**src/rtl/dram_arbiter_pkg.sv**
```systemverilog
// dram_arbiter_pkg: shared width defaults, FSM state encodings and port ids
// for the two-port DRAM arbiter slice, plus a counter-width helper.
package dram_arbiter_pkg;

    localparam int unsigned DATA_W_DEF  = 24;
    localparam int unsigned ADDR_W_DEF  = 11;
    localparam int unsigned ACC_CYC_DEF = 2;
    localparam int unsigned STARVE_DEF  = 8;

    localparam logic [1:0] ST_IDLE = 2'd0;
    localparam logic [1:0] ST_BUSY = 2'd1;
    localparam logic [1:0] ST_ACK  = 2'd2;

    localparam logic PORT_CPU = 1'b0;
    localparam logic PORT_AUX = 1'b1;

    // Bits needed to hold values 0..max_val, never less than one.
    function automatic int unsigned cnt_w(input int unsigned max_val);
        return (max_val < 2) ? 1 : $clog2(max_val + 1);
    endfunction

endpackage

```
**src/rtl/dram_arbiter_if.sv**
```systemverilog
// dram_arbiter_if: CPU port, aux (loader/debug) port and DRAM side of the
// arbiter. slave = arbiter view, master = requesters/DRAM model view.
interface dram_arbiter_if #(
    parameter int unsigned DATA_BUS_WIDTH    = dram_arbiter_pkg::DATA_W_DEF,
    parameter int unsigned ADDRESS_BUS_WIDTH = dram_arbiter_pkg::ADDR_W_DEF
) ();
    logic                         cpu_req;
    logic                         cpu_rnw;
    logic [ADDRESS_BUS_WIDTH-1:0] cpu_addr;
    logic [DATA_BUS_WIDTH-1:0]    cpu_wdata;
    logic                         cpu_ack;
    logic [DATA_BUS_WIDTH-1:0]    cpu_rdata;
    logic                         cpu_stall;

    logic                         aux_req;
    logic                         aux_rnw;
    logic [ADDRESS_BUS_WIDTH-1:0] aux_addr;
    logic [DATA_BUS_WIDTH-1:0]    aux_wdata;
    logic                         aux_ack;
    logic [DATA_BUS_WIDTH-1:0]    aux_rdata;

    logic                         mem_cs;
    logic                         mem_rnw;
    logic [ADDRESS_BUS_WIDTH-1:0] mem_addr;
    logic [DATA_BUS_WIDTH-1:0]    mem_wdata;
    logic [DATA_BUS_WIDTH-1:0]    mem_rdata;

    logic                         owner;
    logic                         busy;

    modport slave (
        input  cpu_req, cpu_rnw, cpu_addr, cpu_wdata,
        output cpu_ack, cpu_rdata, cpu_stall,
        input  aux_req, aux_rnw, aux_addr, aux_wdata,
        output aux_ack, aux_rdata,
        output mem_cs, mem_rnw, mem_addr, mem_wdata,
        input  mem_rdata,
        output owner, busy
    );

    modport master (
        output cpu_req, cpu_rnw, cpu_addr, cpu_wdata,
        input  cpu_ack, cpu_rdata, cpu_stall,
        output aux_req, aux_rnw, aux_addr, aux_wdata,
        input  aux_ack, aux_rdata,
        input  mem_cs, mem_rnw, mem_addr, mem_wdata,
        output mem_rdata,
        input  owner, busy
    );

endinterface

```
**src/rtl/dram_arbiter_access_timer.sv**
```systemverilog
// dram_arbiter_access_timer: down-counter timing one DRAM access.
// Ports: clk, rst_n, load_i/load_val_i (preset), dec_i (count), last_o (==1).
module dram_arbiter_access_timer
    import dram_arbiter_pkg::*;
#(
    parameter int unsigned WIDTH = 2
) (
    input  logic             clk,
    input  logic             rst_n,
    input  logic             load_i,
    input  logic [WIDTH-1:0] load_val_i,
    input  logic             dec_i,
    output logic             last_o
);

    logic [WIDTH-1:0] count_q, count_d;

    always_comb begin
        count_d = count_q;
        if (load_i) begin
            count_d = load_val_i;
        end else if (dec_i && count_q != '0) begin
            count_d = count_q - WIDTH'(1);
        end
    end

    always_ff @(posedge clk or negedge rst_n) begin
        if (!rst_n) begin
            count_q <= '0;
        end else begin
            count_q <= count_d;
        end
    end

    assign last_o = (count_q == WIDTH'(1));

endmodule

```
**src/rtl/dram_arbiter.sv**
```systemverilog
// dram_arbiter: IDLE->BUSY->ACK arbiter sharing one DRAM between CPU and aux.
// Ports: clk, rst_n, bus (dram_arbiter_if.slave). Option: ARB_STARVE_GUARD_EN.
module dram_arbiter
    import dram_arbiter_pkg::*;
#(
    parameter int unsigned DATA_BUS_WIDTH    = DATA_W_DEF,
    parameter int unsigned ADDRESS_BUS_WIDTH = ADDR_W_DEF,
    parameter int unsigned ACCESS_CYCLES     = ACC_CYC_DEF,
    parameter int unsigned STARVE_LIMIT      = STARVE_DEF
) (
    input  logic          clk,
    input  logic          rst_n,
    dram_arbiter_if.slave bus
);

    localparam int unsigned DW = DATA_BUS_WIDTH;
    localparam int unsigned AW = ADDRESS_BUS_WIDTH;
    localparam int unsigned TW = cnt_w(ACCESS_CYCLES);

    logic [1:0]    state_q, state_d;
    logic          owner_q, owner_d;
    logic          mem_rnw_q, mem_rnw_d;
    logic [AW-1:0] mem_addr_q, mem_addr_d;
    logic [DW-1:0] mem_wdata_q, mem_wdata_d;
    logic [DW-1:0] cpu_rdata_q, cpu_rdata_d;
    logic [DW-1:0] aux_rdata_q, aux_rdata_d;
    logic          force_aux, cpu_win, aux_win;
    logic          tmr_load, tmr_dec, tmr_last;

    // CPU has priority unless the starvation guard forces an aux turn.
    assign cpu_win = bus.cpu_req & ~(force_aux & bus.aux_req);
    assign aux_win = bus.aux_req & (~bus.cpu_req | force_aux);

`ifdef ARB_STARVE_GUARD_EN
    localparam int unsigned SW = cnt_w(STARVE_LIMIT);

    logic [SW-1:0] starve_q, starve_d;
    logic          aux_grant, aux_active;

    assign aux_grant  = (state_q == ST_IDLE) & aux_win;
    assign aux_active = (state_q != ST_IDLE) & (owner_q == PORT_AUX);
    assign force_aux  = (starve_q == SW'(STARVE_LIMIT));

    always_comb begin
        starve_d = starve_q;
        if (aux_grant) begin
            starve_d = '0;
        end else if (bus.aux_req && !aux_active && !force_aux) begin
            starve_d = starve_q + SW'(1);
        end
    end

    always_ff @(posedge clk or negedge rst_n) begin
        if (!rst_n) begin
            starve_q <= '0;
        end else begin
            starve_q <= starve_d;
        end
    end
`else
    // The limit only matters when the guard is built in.
    logic unused_starve_limit;
    assign unused_starve_limit = ^STARVE_LIMIT;
    assign force_aux = 1'b0;
`endif

    always_comb begin
        state_d     = state_q;
        owner_d     = owner_q;
        mem_rnw_d   = mem_rnw_q;
        mem_addr_d  = mem_addr_q;
        mem_wdata_d = mem_wdata_q;
        cpu_rdata_d = cpu_rdata_q;
        aux_rdata_d = aux_rdata_q;
        tmr_load    = 1'b0;
        tmr_dec     = 1'b0;
        unique case (state_q)
            ST_IDLE: begin
                if (cpu_win || aux_win) begin
                    state_d     = ST_BUSY;
                    owner_d     = aux_win ? PORT_AUX : PORT_CPU;
                    mem_rnw_d   = aux_win ? bus.aux_rnw : bus.cpu_rnw;
                    mem_addr_d  = aux_win ? bus.aux_addr : bus.cpu_addr;
                    mem_wdata_d = aux_win ? bus.aux_wdata : bus.cpu_wdata;
                    tmr_load    = 1'b1;
                end
            end
            ST_BUSY: begin
                tmr_dec = 1'b1;
                if (tmr_last) begin
                    state_d = ST_ACK;
                    if (mem_rnw_q && owner_q == PORT_AUX) begin
                        aux_rdata_d = bus.mem_rdata;
                    end
                    if (mem_rnw_q && owner_q == PORT_CPU) begin
                        cpu_rdata_d = bus.mem_rdata;
                    end
                end
            end
            ST_ACK: state_d = ST_IDLE;
            default: state_d = ST_IDLE;
        endcase
    end

    always_ff @(posedge clk or negedge rst_n) begin
        if (!rst_n) begin
            state_q     <= ST_IDLE;
            owner_q     <= PORT_CPU;
            mem_rnw_q   <= 1'b1;
            mem_addr_q  <= '0;
            mem_wdata_q <= '0;
            cpu_rdata_q <= '0;
            aux_rdata_q <= '0;
        end else begin
            state_q     <= state_d;
            owner_q     <= owner_d;
            mem_rnw_q   <= mem_rnw_d;
            mem_addr_q  <= mem_addr_d;
            mem_wdata_q <= mem_wdata_d;
            cpu_rdata_q <= cpu_rdata_d;
            aux_rdata_q <= aux_rdata_d;
        end
    end

    dram_arbiter_access_timer #(
        .WIDTH(TW)
    ) u_timer (
        .clk       (clk),
        .rst_n     (rst_n),
        .load_i    (tmr_load),
        .load_val_i(TW'(ACCESS_CYCLES)),
        .dec_i     (tmr_dec),
        .last_o    (tmr_last)
    );

    assign bus.mem_cs    = (state_q == ST_BUSY);
    assign bus.mem_rnw   = mem_rnw_q;
    assign bus.mem_addr  = mem_addr_q;
    assign bus.mem_wdata = mem_wdata_q;
    assign bus.cpu_ack   = (state_q == ST_ACK) & (owner_q == PORT_CPU);
    assign bus.aux_ack   = (state_q == ST_ACK) & (owner_q == PORT_AUX);
    assign bus.cpu_rdata = cpu_rdata_q;
    assign bus.aux_rdata = aux_rdata_q;
    assign bus.cpu_stall = bus.cpu_req & ~bus.cpu_ack;
    assign bus.owner     = owner_q;
    assign bus.busy      = (state_q != ST_IDLE);

endmodule

```
**src/flat_wrapper.sv**
```systemverilog
// flat-port wrapper written by rule: the top's interface ports become plain ports
module dram_arbiter_flat import dram_arbiter_pkg::*;
#(
    parameter int unsigned DATA_BUS_WIDTH    = DATA_W_DEF,
    parameter int unsigned ADDRESS_BUS_WIDTH = ADDR_W_DEF,
    parameter int unsigned ACCESS_CYCLES     = ACC_CYC_DEF,
    parameter int unsigned STARVE_LIMIT      = STARVE_DEF
)
  (clk, rst_n, bus_cpu_req, bus_cpu_rnw, bus_cpu_addr, bus_cpu_wdata, bus_cpu_ack, bus_cpu_rdata, bus_cpu_stall, bus_aux_req, bus_aux_rnw, bus_aux_addr, bus_aux_wdata, bus_aux_ack, bus_aux_rdata, bus_mem_cs, bus_mem_rnw, bus_mem_addr, bus_mem_wdata, bus_mem_rdata, bus_owner, bus_busy);
  dram_arbiter_if #(.DATA_BUS_WIDTH(DATA_BUS_WIDTH), .ADDRESS_BUS_WIDTH(ADDRESS_BUS_WIDTH)) bus_i ();
  input  logic clk;
  input  logic rst_n;
  input wire logic [$bits(bus_i.cpu_req)-1:0] bus_cpu_req;
  input wire logic [$bits(bus_i.cpu_rnw)-1:0] bus_cpu_rnw;
  input wire logic [$bits(bus_i.cpu_addr)-1:0] bus_cpu_addr;
  input wire logic [$bits(bus_i.cpu_wdata)-1:0] bus_cpu_wdata;
  output wire logic [$bits(bus_i.cpu_ack)-1:0] bus_cpu_ack;
  output wire logic [$bits(bus_i.cpu_rdata)-1:0] bus_cpu_rdata;
  output wire logic [$bits(bus_i.cpu_stall)-1:0] bus_cpu_stall;
  input wire logic [$bits(bus_i.aux_req)-1:0] bus_aux_req;
  input wire logic [$bits(bus_i.aux_rnw)-1:0] bus_aux_rnw;
  input wire logic [$bits(bus_i.aux_addr)-1:0] bus_aux_addr;
  input wire logic [$bits(bus_i.aux_wdata)-1:0] bus_aux_wdata;
  output wire logic [$bits(bus_i.aux_ack)-1:0] bus_aux_ack;
  output wire logic [$bits(bus_i.aux_rdata)-1:0] bus_aux_rdata;
  output wire logic [$bits(bus_i.mem_cs)-1:0] bus_mem_cs;
  output wire logic [$bits(bus_i.mem_rnw)-1:0] bus_mem_rnw;
  output wire logic [$bits(bus_i.mem_addr)-1:0] bus_mem_addr;
  output wire logic [$bits(bus_i.mem_wdata)-1:0] bus_mem_wdata;
  input wire logic [$bits(bus_i.mem_rdata)-1:0] bus_mem_rdata;
  output wire logic [$bits(bus_i.owner)-1:0] bus_owner;
  output wire logic [$bits(bus_i.busy)-1:0] bus_busy;
  assign bus_i.cpu_req = bus_cpu_req;
  assign bus_i.cpu_rnw = bus_cpu_rnw;
  assign bus_i.cpu_addr = bus_cpu_addr;
  assign bus_i.cpu_wdata = bus_cpu_wdata;
  assign bus_cpu_ack = bus_i.cpu_ack;
  assign bus_cpu_rdata = bus_i.cpu_rdata;
  assign bus_cpu_stall = bus_i.cpu_stall;
  assign bus_i.aux_req = bus_aux_req;
  assign bus_i.aux_rnw = bus_aux_rnw;
  assign bus_i.aux_addr = bus_aux_addr;
  assign bus_i.aux_wdata = bus_aux_wdata;
  assign bus_aux_ack = bus_i.aux_ack;
  assign bus_aux_rdata = bus_i.aux_rdata;
  assign bus_mem_cs = bus_i.mem_cs;
  assign bus_mem_rnw = bus_i.mem_rnw;
  assign bus_mem_addr = bus_i.mem_addr;
  assign bus_mem_wdata = bus_i.mem_wdata;
  assign bus_i.mem_rdata = bus_mem_rdata;
  assign bus_owner = bus_i.owner;
  assign bus_busy = bus_i.busy;
  dram_arbiter #(.DATA_BUS_WIDTH(DATA_BUS_WIDTH), .ADDRESS_BUS_WIDTH(ADDRESS_BUS_WIDTH), .ACCESS_CYCLES(ACCESS_CYCLES), .STARVE_LIMIT(STARVE_LIMIT)) u_core (.clk(clk), .rst_n(rst_n), .bus(bus_i));
endmodule
```
**config.mk**
```make
export PLATFORM = sky130hd
export DESIGN_NAME = dram_arbiter_flat
export DESIGN_NICKNAME = d
export VERILOG_FILES = /design/src/rtl/dram_arbiter_pkg.sv /design/src/rtl/dram_arbiter_if.sv /design/src/rtl/dram_arbiter_access_timer.sv /design/src/rtl/dram_arbiter.sv /design/src/flat_wrapper.sv
export SDC_FILE = /design/constraint.sdc
export NUM_CORES = 1
export LEC_CHECK = 0
export CAP_MARGIN = 20
export CELL_PAD_IN_SITES_DETAIL_PLACEMENT = 0
export CELL_PAD_IN_SITES_GLOBAL_PLACEMENT = 1
export CORE_ASPECT_RATIO = 0.5
export CORE_MARGIN = 1
export CORE_UTILIZATION = 30
export CTS_CLUSTER_DIAMETER = 40
export DETAILED_ROUTE_END_ITERATION = 16
export PLACE_DENSITY = 0.89
export SLEW_MARGIN = 20
export SYNTH_ARGS = -nofsm -noshare
export SYNTH_HDL_FRONTEND = slang
export SYNTH_SLANG_ARGS = --single-unit
```
**constraint.sdc**
```tcl
create_clock -name clk -period 1.5 [get_ports clk]
set_input_delay 0.375 -clock clk [delete_from_list [all_inputs] [get_ports clk]]
set_output_delay 0.375 -clock clk [all_outputs]
set_load 0.05 [all_outputs]
```
==> results of run 1 <==
-- layout by cell type (no fill, tap or decap), types with 2 or more instances in the layout --
| cell type | n |
|---|---|
| dfrtp_1 | 86 |
| dlygate4sd2_1 | 2 |
| bufbuf_16 | 2 |
| mux2_4 | 90 |
| clkbuf_16 | 12 |
| mux2_2 | 30 |
| nand2b_4 | 2 |
| buf_6 | 12 |
| clkbuf_8 | 2 |
| a21oi_1 | 3 |
| o21ai_0 | 4 |
| inv_1 | 2 |
| clkdlybuf4s50_1 | 96 |
| buf_12 | 97 |
| buf_4 | 11 |
| buf_16 | 3 |
| dfrtp_2 | 2 |
-- worst max-delay path: cells and delay by family, from the launching register on --
| kind | cells | cell delay [ps] |
|---|---|---|
| DFF | 1 | 390 |
| buffers and inverters | 2 | 290 |
| and+or+nand+nor | 2 | 400 |
-- power breakdown --
part / switching (mW) / internal (mW) / total (mW)
registers: 1.38 / 3.65 / 5.03
clock network: 0.945 / 1.22 / 2.16
logic: 6.16 / 7.18 / 13.3
total: 8.49 / 12.0 / 20.5
-- layer usage --
layer / up-vias / GRT usage [%] / share of wire [%]
met5: - / 0 / 0
met4: 0 / 4.876 / 1.2
met3: 15 / 3.871 / 3.8
met2: 82 / 30.39 / 55
met1: 1475 / 18.78 / 40
li1: 1341 / - / -
-- worst paths after layout --
path | startpoint | end | slack [ps] | cells past startpoint
setup / recovery | u_core.state_q[0] | bus_cpu_stall | -290 | 4
hold / removal | rst_n | u_core.bus.cpu_rdata[20] | 450 | 2
setup reg to reg | u_core.state_q[0] | u_core.bus.mem_addr[6] | -100 | 6
hold reg to reg | u_core.bus.mem_wdata[5] | u_core.bus.mem_wdata[5] | 570 | 1
max in group asynchronous | rst_n | u_core.bus.cpu_rdata[5] | 480 | 3
min in group clk | bus_cpu_req | u_core.bus.owner | 510 | 3
-- logic make-up after synthesis --
kind of cell               synth area share, %
muxes                                    37.80
AOI/OAI and AO/OA                        1.230
buffers and inverters                    4.351
DFF                                      53.44
adders and majority gates               0.6000
and+or+nand+nor                          2.581
-- cell type report --
cell class | count | area [um^2]
Timing Repair Buffer | 228 | 3386
Multi-Input combinational cell | 142 | 1928
Sequential cell | 89 | 2235
Clock inverter | 3 | 25.02
Fill cell | 990 | 5463
Inverter | 4 | 17.52
Clock buffer | 12 | 256.5
Tap cell | 192 | 240.2
-- what timing repair did --
item / CTS / global route
endpoints found under the setup margin: 91 / 69
endpoints found under the hold margin: 14 / 0
resized for setup: 32 / 12
hold buffers: 1 / 0
cloned: 5 / 3
pin swaps: 2 / 4
setup buffers: 9 / 3
-- state kept, by name, indices dropped and copies added, names as in the netlist --
register	cells
u_core.bus.owner	1
u_core.bus.cpu_rdata	24
u_core.u_timer.count_q	2
u_core.bus.mem_addr	11
u_core.state_q	2
u_core.bus.aux_rdata	24
u_core.bus.mem_wdata	24
u_core.bus.mem_rnw	1
==> flow_summary_export.csv, run 1 <==
group,metric,value,unit
timing,max-slew-margin-rel,77.44,%
timing,tns,-6045,ps
die,die-area,14410,um^2
placed_design,dp_slack,-449.3,ps
drt,dr_total_vias,2913,
timing,finClkSkew,6.106,ps
clock_tree,cts_buffers,9,
grt,grt_pass1_wl,17940,um
clock_tree,cts_max_level,3,
synthesis,ys_async_sr_fraction,100.0,%
synthesis,netlist_area,4170,um^2
clock_tree,cts_buffer_depth,2,
synthesis,synth-seq-cells,89,
synthesis,post_synth_inst_count,247,
drt,wire_per_inst,17.53,um
critical_path,worstSetupStartpointType,"register",
drt,ant_nets,0,
placed_design,portBuffers,189,
critical_path,cp.required,1120,ps
timing,finalCritPeriodShare,119.6,%
synthesis,synth_area_leaders,"dfrtp_1 (53%), mux2_4 (22%), mux2_2 (14%)",
placed_design,place_inst,636,
grt,grt_pass1_vias,3232,
pwr,max-vdd-ir-drop,1.181,mV
grt,grt_usage,16.36,%
clock_tree,cts.sinks,89,
final_layout,area_delta_synth_final,93.94,%
critical_path,critical_path.cell_chain,"buf_6, nor3b_4, nor2b_4, buf_12",
grt,grt_max_degree,30,
pwr,power.total,20.53,mW
pwr,power_density,2539,nW/um^2
synthesis,ys_seq_area_share,53.44,%
synthesis,synth-edff-count,0,
clock_tree,cts_tree,"done",
critical_path,crit_arrival,1420,ps
synthesis,synth.most_common_cell,"dfrtp_1",
flow_run,max-cap-violations,0,
timing,worst_pin_slew,338.0,ps
synthesis,synth.top_cell.area_share,52.81,%
placed_design,placed_area,7368,um^2
synthesis,synthFlopType,"dfrtp_1",
synthesis,syn_nets,349,
timing,setup_viol,67,
timing,rsz0062_at_grt,"yes",
synthesis,ys_warn_count,0,
final_layout,nNetsFinal,576,
critical_path,critPathMaxStageDelay,390,ps
synthesis,ys_types,25,
drt,vias_per_cell,4.348,
die,die_x,168.7,um
critical_path,cp_slowest_cell,"dfrtp_1",
drt,firstDrtPassIters,4,
drt,drc_errors,0,
synthesis,syn-mean-instance-area,16.88,um^2
synthesis,synth_top_area_cell,"dfrtp_1",
timing,min_period,1793,ps
critical_path,end_kind,"output port",
timing,slew_violations,0,
final_layout,n_antenna_cell,0,
die,die_h,85.37,um
drt,drt_wl_total,11750,um
outcome,violations,"negative setup slack",
placed_design,gp_congestion,0.7269,
timing,fmax,0.5576,GHz
clock_tree,root_buffer,"clkbuf_16",
final_layout,fin_util,59.69,%
timing,setup_ws,-293.3,ps
timing,whs,448.4,ps
critical_path,cp_max_fo,2,
pwr,p_leak,3.674,nW
grt,grt-ovfl-total,0,
grt,grt_antenna_before_repair,0,
die,initial_core_util,30.78,%
synthesis,ys_top_cells_by_count,"dfrtp_1 (88), mux2_4 (60), mux2_2 (53)",
drt,drt_iter0_markers,103,
timing,hold_viol_final,0,
critical_path,path_class,"reg -> out",
die,row_count,30,
final_layout,final_cell_area,8088,um^2
final_layout,final_cells,670,
final_layout,drive_above_1_share,58.37,%
die,ios,190,
placed_design,dp_hpwl,7987,um
clock_tree,insertion_delay,340,ps
die,core,13550,um^2
clock_tree,clkTransAtPathRegs,60,ps
worst_hold_path,worst_hold_path_type,"in -> async",
outcome,status,"finished with violations",
Power figures use the tool's default switching activity.
==> inputs of run 2 (changes only) <==
- PLACE_DENSITY: 0.89 -> unset
- PLACE_DENSITY_LB_ADDON: unset -> 0.1
- clock period: 1.5 -> 1.6 ns (I/O delays scaled with it)
==> run 2 against run 1 <==
  * Combinational power shrank 9%
  * The run still ends with negative setup slack left
  * Utilization shrank 0.99 points
  * Die area is the same
  * Total power shrank 7.6%
==> flow_summary_export.csv, run 2 (same netlist as run 1, synthesis figures left out) <==
group,metric,value,unit
grt,grt-ovfl-total,0,
outcome,violations,"negative setup slack",
critical_path,end_kind,"output port",
final_layout,final_cells,666,
drt,drt_wl_total,10820,um
placed_design,place_inst,636,
outcome,status,"finished with violations",
timing,finalCritPeriodShare,107.6,%
grt,grt_pass1_vias,3140,
placed_design,gp_congestion,0.7155,
critical_path,crit_arrival,1320,ps
pwr,max-vdd-ir-drop,0.9789,mV
placed_design,dp_hpwl,7878,um
drt,vias_per_cell,4.312,
timing,whs,8.792,ps
final_layout,n_antenna_cell,0,
clock_tree,cts_buffer_depth,2,
clock_tree,cts.sinks,89,
critical_path,cp.required,1200,ps
pwr,p_int,11.14,mW
pwr,p_leak,3.603,nW
clock_tree,insertion_delay,340,ps
pwr,p_clk_share,11.4,%
timing,max-slew-margin-rel,68.12,%
timing,rsz0062_at_grt,"yes",
critical_path,worstSetupStartpointType,"register",
grt,grt_usage,15.31,%
timing,min_period,1722,ps
grt,grt_pass1_wl,16920,um
critical_path,path_class,"reg -> out",
final_layout,fin_util,58.70,%
die,core,13550,um^2
pwr,power_density,2385,nW/um^2
timing,setup_viol,21,
clock_tree,cts_max_level,3,
clock_tree,ctsHoldBuffers,0,
die,die-area,14410,um^2
die,die_x,168.7,um
clock_tree,clkTransAtPathRegs,70,ps
pwr,p_sw,7.831,mW
timing,worst_pin_slew,478.2,ps
die,row_count,30,
timing,finClkSkew,7.077,ps
drt,ant_nets,0,
clock_tree,cts_buffers,9,
die,initial_core_util,30.78,%
timing,hold_viol_final,0,
timing,setup_ws,-121.9,ps
clock_tree,root_buffer,"clkbuf_16",
pwr,p_sw_share,41.28,%
critical_path,cp_max_fo,4,
final_layout,nNetsFinal,571,
timing,slew_violations,0,
drt,drt_iter0_markers,87,
timing,fmax,0.5808,GHz
grt,grt_max_degree,37,
drt,firstDrtPassIters,4,
final_layout,area_delta_synth_final,90.73,%
worst_hold_path,worst_hold_path_type,"in -> async",
final_layout,drive_above_1_share,58.23,%
drt,dr_total_vias,2872,
flow_run,max-cap-violations,0,
final_layout,filler_cell_count,1041,
final_layout,mostFrequentLayoutCell,"buf_12",
die,ios,190,
drt,wire_per_inst,16.25,um
clock_tree,cts_tree,"done",
grt,grt_antenna_before_repair,0,
placed_design,portBuffers,189,
die,die_h,85.37,um
drt,drc_errors,0,
final_layout,final_cell_mix,"buf_12 (99), clkdlybuf4s50_1 (96), mux2_4 (86), dfrtp_1 (86), mux2_2 (34)",
pwr,combPwrFrac,63.7,%
pwr,seq_power_share,25.0,%
[run 2: changes by cell type in the layout (fill, tap and decap cells not counted), moves of 2 or more]
cell      change
buf_4         +7
mux2_4        -4
mux2_2        +4
buf_16        -3
buf_6         -8
clkbuf_8      -2
buf_12        +2
[run 2: final cells by class]
class / count / area (um^2) / area share, %
sequential: 89 / 2235 / 28.09
multi-input combinational: 142 / 1902 / 23.91
tap: 192 / 240.2 / 3.020
clock buffer: 10 / 229.0 / 2.879
clock inverter: 6 / 75.07 / 0.9438
inverter: 4 / 17.52 / 0.2202
timing repair buffer: 223 / 3256 / 40.93
[run 2: timing repair]
action | CTS | global route
endpoints found under the setup margin | 36 | 30
gates cloned | 2 | 3
setup buffers | 4 | 5
pin swaps | 1 | 3
gates resized for setup | 15 | 6
[run 2: worst max-delay path, stage by stage, from the launching register on]
cell	delay (ps)
dfrtp_2	450
nor3b_4	300
nor2b_4	80
buf_12	150
[run 2: metal layers]
metal  global-route usage [%]  vias to the layer above  share of wire (%)
met4                    3.802                        0               0.90
met1                    17.21                     1438                 40
li1                         -                     1328                  -
met3                    5.084                       11                6.1
met2                    28.06                       95                 53
met5                        0                        -                  0
[run 2: metrics by stage]
stage	TNS [ps]	total power [mW]	setup WS, ps	cell area (um^2)
floorplan	-2253	10.35	-147.8	4277
CTS	-515.8	19.01	-163.2	7820
finish	-665.2	18.97	-121.9	7954
global route	-2312	19.70	-175.2	7954
detailed placement	-12510	16.57	-369.7	7380
global placement	-11920	16.39	-344.2	7380
[run 2: path summary, 6_finish.rpt]
| path | from | endpoint | cells after the start | slack (ps) |
|---|---|---|---|---|
| max in group asynchronous | rst_n | u_core.bus.mem_rnw | 2 | 1000 |
| worst min-delay path | rst_n | u_core.bus.cpu_rdata[16] | 1 | 9 |
| worst max-delay path | u_core.state_q[0] | bus_cpu_stall | 3 | -120 |
| worst min register to register | u_core.bus.aux_rdata[6] | u_core.bus.aux_rdata[6] | 1 | 570 |
| min in group clk | bus_cpu_req | u_core.bus.owner | 3 | 520 |
| worst max register to register | u_core.bus.mem_rnw | u_core.bus.cpu_rdata[7] | 5 | -30 |
[run 2: power groups by stage]
stage                     logic, mW  clock network [mW]  registers, mW
after floorplan                2.45                   0           7.90
after global placement         11.7                   0           4.73
after detailed placement       11.8                   0           4.78
after CTS                      12.0                2.24           4.76
after global routing           12.5                2.35           4.90
final                          12.1                2.16           4.74
==> inputs of run 3 (changes only) <==
- CELL_PAD_IN_SITES_DETAIL_PLACEMENT: 0 -> unset
- CELL_PAD_IN_SITES_GLOBAL_PLACEMENT: 1 -> unset
- CORE_UTILIZATION: 30 -> 38
- PLACE_DENSITY: unset -> 0.77
- PLACE_DENSITY_LB_ADDON: 0.1 -> unset
==> run 3 against run 2 <==
  * Sequential share of layout area up 0.35 points
  * Register-to-register slack worse by 20 ps
  * Largest power group unchanged
  * Sequential cell count unchanged
  * Critical endpoint is now bus_busy
  * Non-clock buffer count unchanged
  * The flow still finishes with violations (negative setup slack)
  * Routed wire length up 5.6%
  * Sequential power down 0.8%
  * Via count up 1.9%
  * Utilization up 17 points
  * Worst setup slack worse by 18 ps
  * Global-route usage up 5.9 points
  * Total power down 0.82%
  * Largest cell class unchanged
  * Hold slack better by 410 ps
==> flow_summary_export.csv, run 3 (same netlist as run 1, synthesis figures left out) <==
group,metric,value,unit
clock_tree,cts_buffer_depth,2,
clock_tree,cts.sinks,89,
final_layout,nNetsFinal,571,
drt,dr_total_vias,2926,
drt,drt_iter0_markers,120,
timing,min_period,1740,ps
die,die-area,11420,um^2
final_layout,filler_cell_count,612,
critical_path,r2r-start,"u_core.bus.owner",
flow_run,max-cap-violations,0,
die,ios,190,
drt,firstDrtPassIters,4,
timing,slew_violations,0,
die,initial_core_util,39.94,%
critical_path,timing.rr.end,"u_core.bus.cpu_rdata[19]",
critical_path,cp_max_fo,4,
clock_tree,cts_buffers,9,
drt,drt_wl_total,11430,um
worst_hold_path,worst_hold_path_type,"in -> reg",
timing,worst_pin_slew,357.3,ps
timing,setup_ws,-139.5,ps
placed_design,portBuffers,189,
placed_design,dp_hpwl,8379,um
critical_path,crit_arrival,1340,ps
worst_hold_path,worstHoldStart,"bus_cpu_req",
drt,ant_nets,0,
timing,rsz0062_at_grt,"yes",
timing,max-slew-margin-rel,76.18,%
die,die_x,150.2,um
outcome,violations,"negative setup slack",
final_layout,area_delta_synth_final,88.39,%
drt,wire_per_inst,18.61,um
pwr,p_leak,3.574,nW
timing,hold_viol_final,0,
grt,grt-ovfl-total,0,
final_layout,final_cell_mix,"buf_12 (99), clkdlybuf4s50_1 (96), dfrtp_1 (86)",
critical_path,worstSetupStartpointType,"register",
grt,grt_pass1_wl,18240,um
drt,vias_per_cell,4.765,
final_layout,drive_above_1_share,57.81,%
die,die_h,76.08,um
final_layout,mostFrequentLayoutCell,"buf_12",
placed_design,placed_area,7307,um^2
outcome,status,"finished with violations",
placed_design,place_inst,583,
final_layout,final_cell_area,7856,um^2
grt,grt_pass1_vias,3325,
clock_tree,cts_max_level,3,
pwr,power_density,2395,nW/um^2
timing,setup_viol,26,
critical_path,worst-r2r-cell-count,6,
die,row_count,26,
grt,grt_antenna_before_repair,0,
final_layout,final_cells,614,
clock_tree,cts_tree,"done",
clock_tree,clkTransAtPathRegs,60,ps
timing,finClkSkew,6.138,ps
critical_path,reg2reg_slack,-50,ps
drt,drc_errors,0,
timing,whs,417.5,ps
worst_hold_path,hold_path_end,"u_core.bus.owner",
timing,fmax,0.5749,GHz
grt,grt_max_degree,37,
placed_design,gp_congestion,0.7511,
clock_tree,root_buffer,"clkbuf_16",
critical_path,end_kind,"output port",
die,core,10440,um^2
final_layout,fin_util,75.23,%
worst_hold_path,min_path_cells,3,
timing,finalCritPeriodShare,108.7,%
pwr,max-vdd-ir-drop,1.346,mV
critical_path,path_class,"reg -> out",
final_layout,n_antenna_cell,0,
grt,grt_usage,21.22,%
critical_path,cp.required,1200,ps
clock_tree,insertion_delay,340,ps
run 3: cell count changes in the layout (fill, tap and decap cells not counted), moves of 2 or more:
cell,previous run,this run
mux2_2,34,40
mux2_4,86,80
buf_4,18,14
buf_6,4,7
buf_16,0,2
clkinv_4,2,0
clkinvlp_4,1,3
dlygate4sd2_1,2,0
dlymetal6s2s_1,0,2
inv_6,1,3
run 3: worst max path at each step:
stage | from | to | depth (start not counted)
after global placement | bus_cpu_req | u_core.bus.mem_addr[5] | 5
final | u_core.state_q[0] | bus_busy | 4
after floorplan | u_core.bus.owner | bus_cpu_stall | 2
after detailed placement | bus_cpu_req | u_core.bus.mem_addr[3] | 5
after CTS | u_core.state_q[0] | bus_cpu_stall | 3
after global routing | u_core.state_q[0] | bus_busy | 4
run 3: cell type report:
cell class | instances | area (um^2) | area share (%)
clock buffers | 10 | 229.0 | 2.914
clock inverters | 6 | 48.80 | 0.6211
inverters | 4 | 17.52 | 0.2230
multi-input cells | 142 | 1877 | 23.89
flip-flops and latches | 89 | 2235 | 28.44
well taps | 140 | 175.2 | 2.230
repair buffers | 223 | 3274 | 41.68
run 3: layer usage:
metal | global-route usage, % | share of wire (%)
met4 | 8.990 | 2.8
met5 | 0 | 0
met2 | 37.41 | 55
met3 | 5.569 | 3.9
met1 | 24.30 | 39
run 3: through the flow:
step | TNS, ps | power, mW | setup slack [ps]
6_report | -1023 | 18.82 | -139.5
5_1_grt | -1756 | 19.48 | -207.0
4_1_cts | -3076 | 18.89 | -145.2
3_5_place_dp | -15830 | 16.62 | -359.2
3_3_place_gp | -13560 | 16.41 | -332.5
2_1_floorplan | -2253 | 10.35 | -147.8
run 3: power by group:
| part | internal (mW) | leakage, nW | switching, mW |
|---|---|---|---|
| logic | 6.41 | 2.39 | 5.73 |
| clock network | 1.07 | 0.126 | 0.910 |
| registers | 3.42 | 1.06 | 1.28 |
| total | 10.9 | 3.57 | 7.92 |
run 3: what timing repair did:
item	CTS	global route
pin swaps	2	2
hold buffers	1	0
setup endpoints to repair	32	66
setup buffers	7	4
cloned	4	1
gates resized for setup	11	10
hold endpoints to repair	21	0
run 3: critical path, stage by stage, from the launching register on:
cell	delay, ps
dfrtp_2	450
nor2_1	180
buf_4	160
inv_1	40
buf_4	180
==> patch, RTL diff (settings of run 2) <==
The option `ARB_STARVE_GUARD_EN` is turned on by a define.
--- a/src/rtl/dram_arbiter.sv
+++ b/src/rtl/dram_arbiter.sv
@@ -1,5 +1,7 @@
 // dram_arbiter: IDLE->BUSY->ACK arbiter sharing one DRAM between CPU and aux.
 // Ports: clk, rst_n, bus (dram_arbiter_if.slave). Option: ARB_STARVE_GUARD_EN.
+`define ARB_STARVE_GUARD_EN
+
 module dram_arbiter
     import dram_arbiter_pkg::*;
 #(
Check against the original RTL: not equivalent (a bounded check fails within 10 cycles, from zero or initial values and one cycle with rst_n low).
==> patch against run 2 <==
The run still ends with setup timing left. Wire length rose by 33%. Area after synthesis is 2.0% higher. Critical path depth is 1 higher. Clock power fell by 3%. Global-route usage rose by 2.9 points. Worst hold slack gained 0.45 ns. Power increased by 6.4%. Sequential share of layout area fell by 1.2 points. Cell area increased by 9.0%. Utilization rose by 4.6 points. Setup slack worse by 0.026 ns. First-iteration DRC count increased to 2.9 times the old value. Sequential cell count rose by 4. Critical path type unchanged. Highest routed layer unchanged.
==> patch: results (changes against run 2) <==
[metrics] run status: finished, violations left
[metrics] violations in the final reports: setup timing
[metrics] number of global-route vias before repair: 3828 (+22%)
[metrics] met3 track demand over resource in global routing: 0.04749 (-0.003351)
[metrics] count of clock buffers in the final design: 9 (-1)
[metrics] multiplexer share of the synthesized area: 0.1270 (-0.2510)
[metrics] maximum single-stage delay on the critical path: 0.39 ns (-0.06 ns)
[metrics] worst setup skew after layout: 0.01136 ns (+0.004279 ns)
[metrics] final setup slack of the worst path: -0.1483 ns (-0.02637 ns)
[metrics] largest net degree at the start of global routing: 43 (+16%)
[metrics] slack of the worst reg-to-reg path: -0.14 ns (-0.11 ns)
[metrics] multi-input gate share of the layout cell area: 0.2262 (-0.01288)
[metrics] worst slack after detailed placement: -0.1997 ns (+0.1700 ns)
[metrics] Peak supply drop: 0.0008649 V (-12%)
[metrics] number of failing setup endpoints in the final timing report: 47 (+120%)
[metrics] complex-gate fraction of the synthesized area: 0.1020 (+0.08973)
[metrics] signal arrival time at the worst endpoint: 1.35 ns (+0.03 ns)
[metrics] number of vias per cell: 4.986 (+16%)
[metrics] leading cell types by total area after synthesis: dfrtp_1 54%, mux2_2 12%, o221ai_1 7.4%
[metrics] slowest cell on the critical path: dfrtp_1
[metrics] Final Non-Filler Cells: 794 (+19%)
[metrics] signal buffers share of area: 0.4245 (+0.01516)
[metrics] number of placed instances, taps included: 751 (+18%)
[metrics] layout cells sized above 1: 0.4452 (-0.1371)
[metrics] final wirelength: 14420 µm (+33%)
[metrics] leading cell types by count after synthesis: 92 x dfrtp_1, 45 x mux2_2, 44 x inv_1
[metrics] Leakage Power: 3.675 nW (+2.0%)
[metrics] Area Growth Syn to Fin: 103.8%
[metrics] Post-DP Area: 7609 µm² (+3.1%)
[metrics] Max-Slew Margin vs Limit: 0.8051 (+0.1239)
[metrics] GR Util All Layers: 0.1825 (+0.02948)
[metrics] first-pass GRT wire length: 20790 µm (+23%)
[metrics] count of multi-input combinational gates: 199 (+40%)
[metrics] routability-driven placement congestion ratio: 0.7914 (+11%)
[metrics] Hold WS: 0.4576 ns (+0.4488 ns)
[metrics] starting DRC count in detailed routing: 253 (+190%)
[metrics] dpl hpwl: 8591 µm (+9.0%)
[metrics] synthesized instance count: 369 (+49%)
[metrics] sequential share of the synthesized area: 0.5472 (+0.01284)
patch: per-layer routing:
metal,routed length (µm),up-vias
li1,-,1829
met1,6588,1961
met2,6663,142
met4,274,0
met3,892,27
met5,0,-
patch: power by group through the flow:
stage	Combinational [mW]	Sequential, mW	Clock, mW
global placement	11.7	4.69	0
CTS	12.0	4.69	2.18
global route	14.0	4.83	2.27
finish	13.4	4.68	2.10
detailed placement	11.8	4.73	0
floorplan	2.51	7.73	0
patch: cell families after synthesis:
| family | Yosys count |
|---|---|
| compound gates | 55 |
| buf+inv | 77 |
| simple gates | 92 |
| mux | 48 |
| flops | 93 |
| fa+ha+maj | 4 |
patch: worst max path at each step:
stage                                               start                                   end  slack (ns)  cells past startpoint
floorplan                    u_core.bus.owner$_DFFE_PN0P_                         bus_cpu_stall       -0.24                      3
global placement                              bus_cpu_req    u_core.bus.mem_addr[1]$_DFFE_PN0P_       -0.19                      5
CTS                         u_core.state_q[0]$_DFFE_PN0P_                         bus_cpu_stall       -0.19                      4
finish                      u_core.state_q[0]$_DFFE_PN0P_                         bus_cpu_stall       -0.15                      4
global route        u_core.u_timer.count_q[1]$_DFFE_PN0P_  u_core.bus.cpu_rdata[21]$_DFFE_PN0P_       -0.23                      7
detailed placement                            bus_cpu_req  u_core.bus.mem_wdata[10]$_DFFE_PN0P_       -0.20                      5
patch: timing repair:
action                                  in CTS  in global routing
endpoints found under the setup margin      33                 90
hold buffers                                 1                  0
pin swaps                                    5                  8
endpoints found under the hold margin       15                  0
cloned                                       2                 13
setup buffers                                6                  6
resized for setup                            9                 54
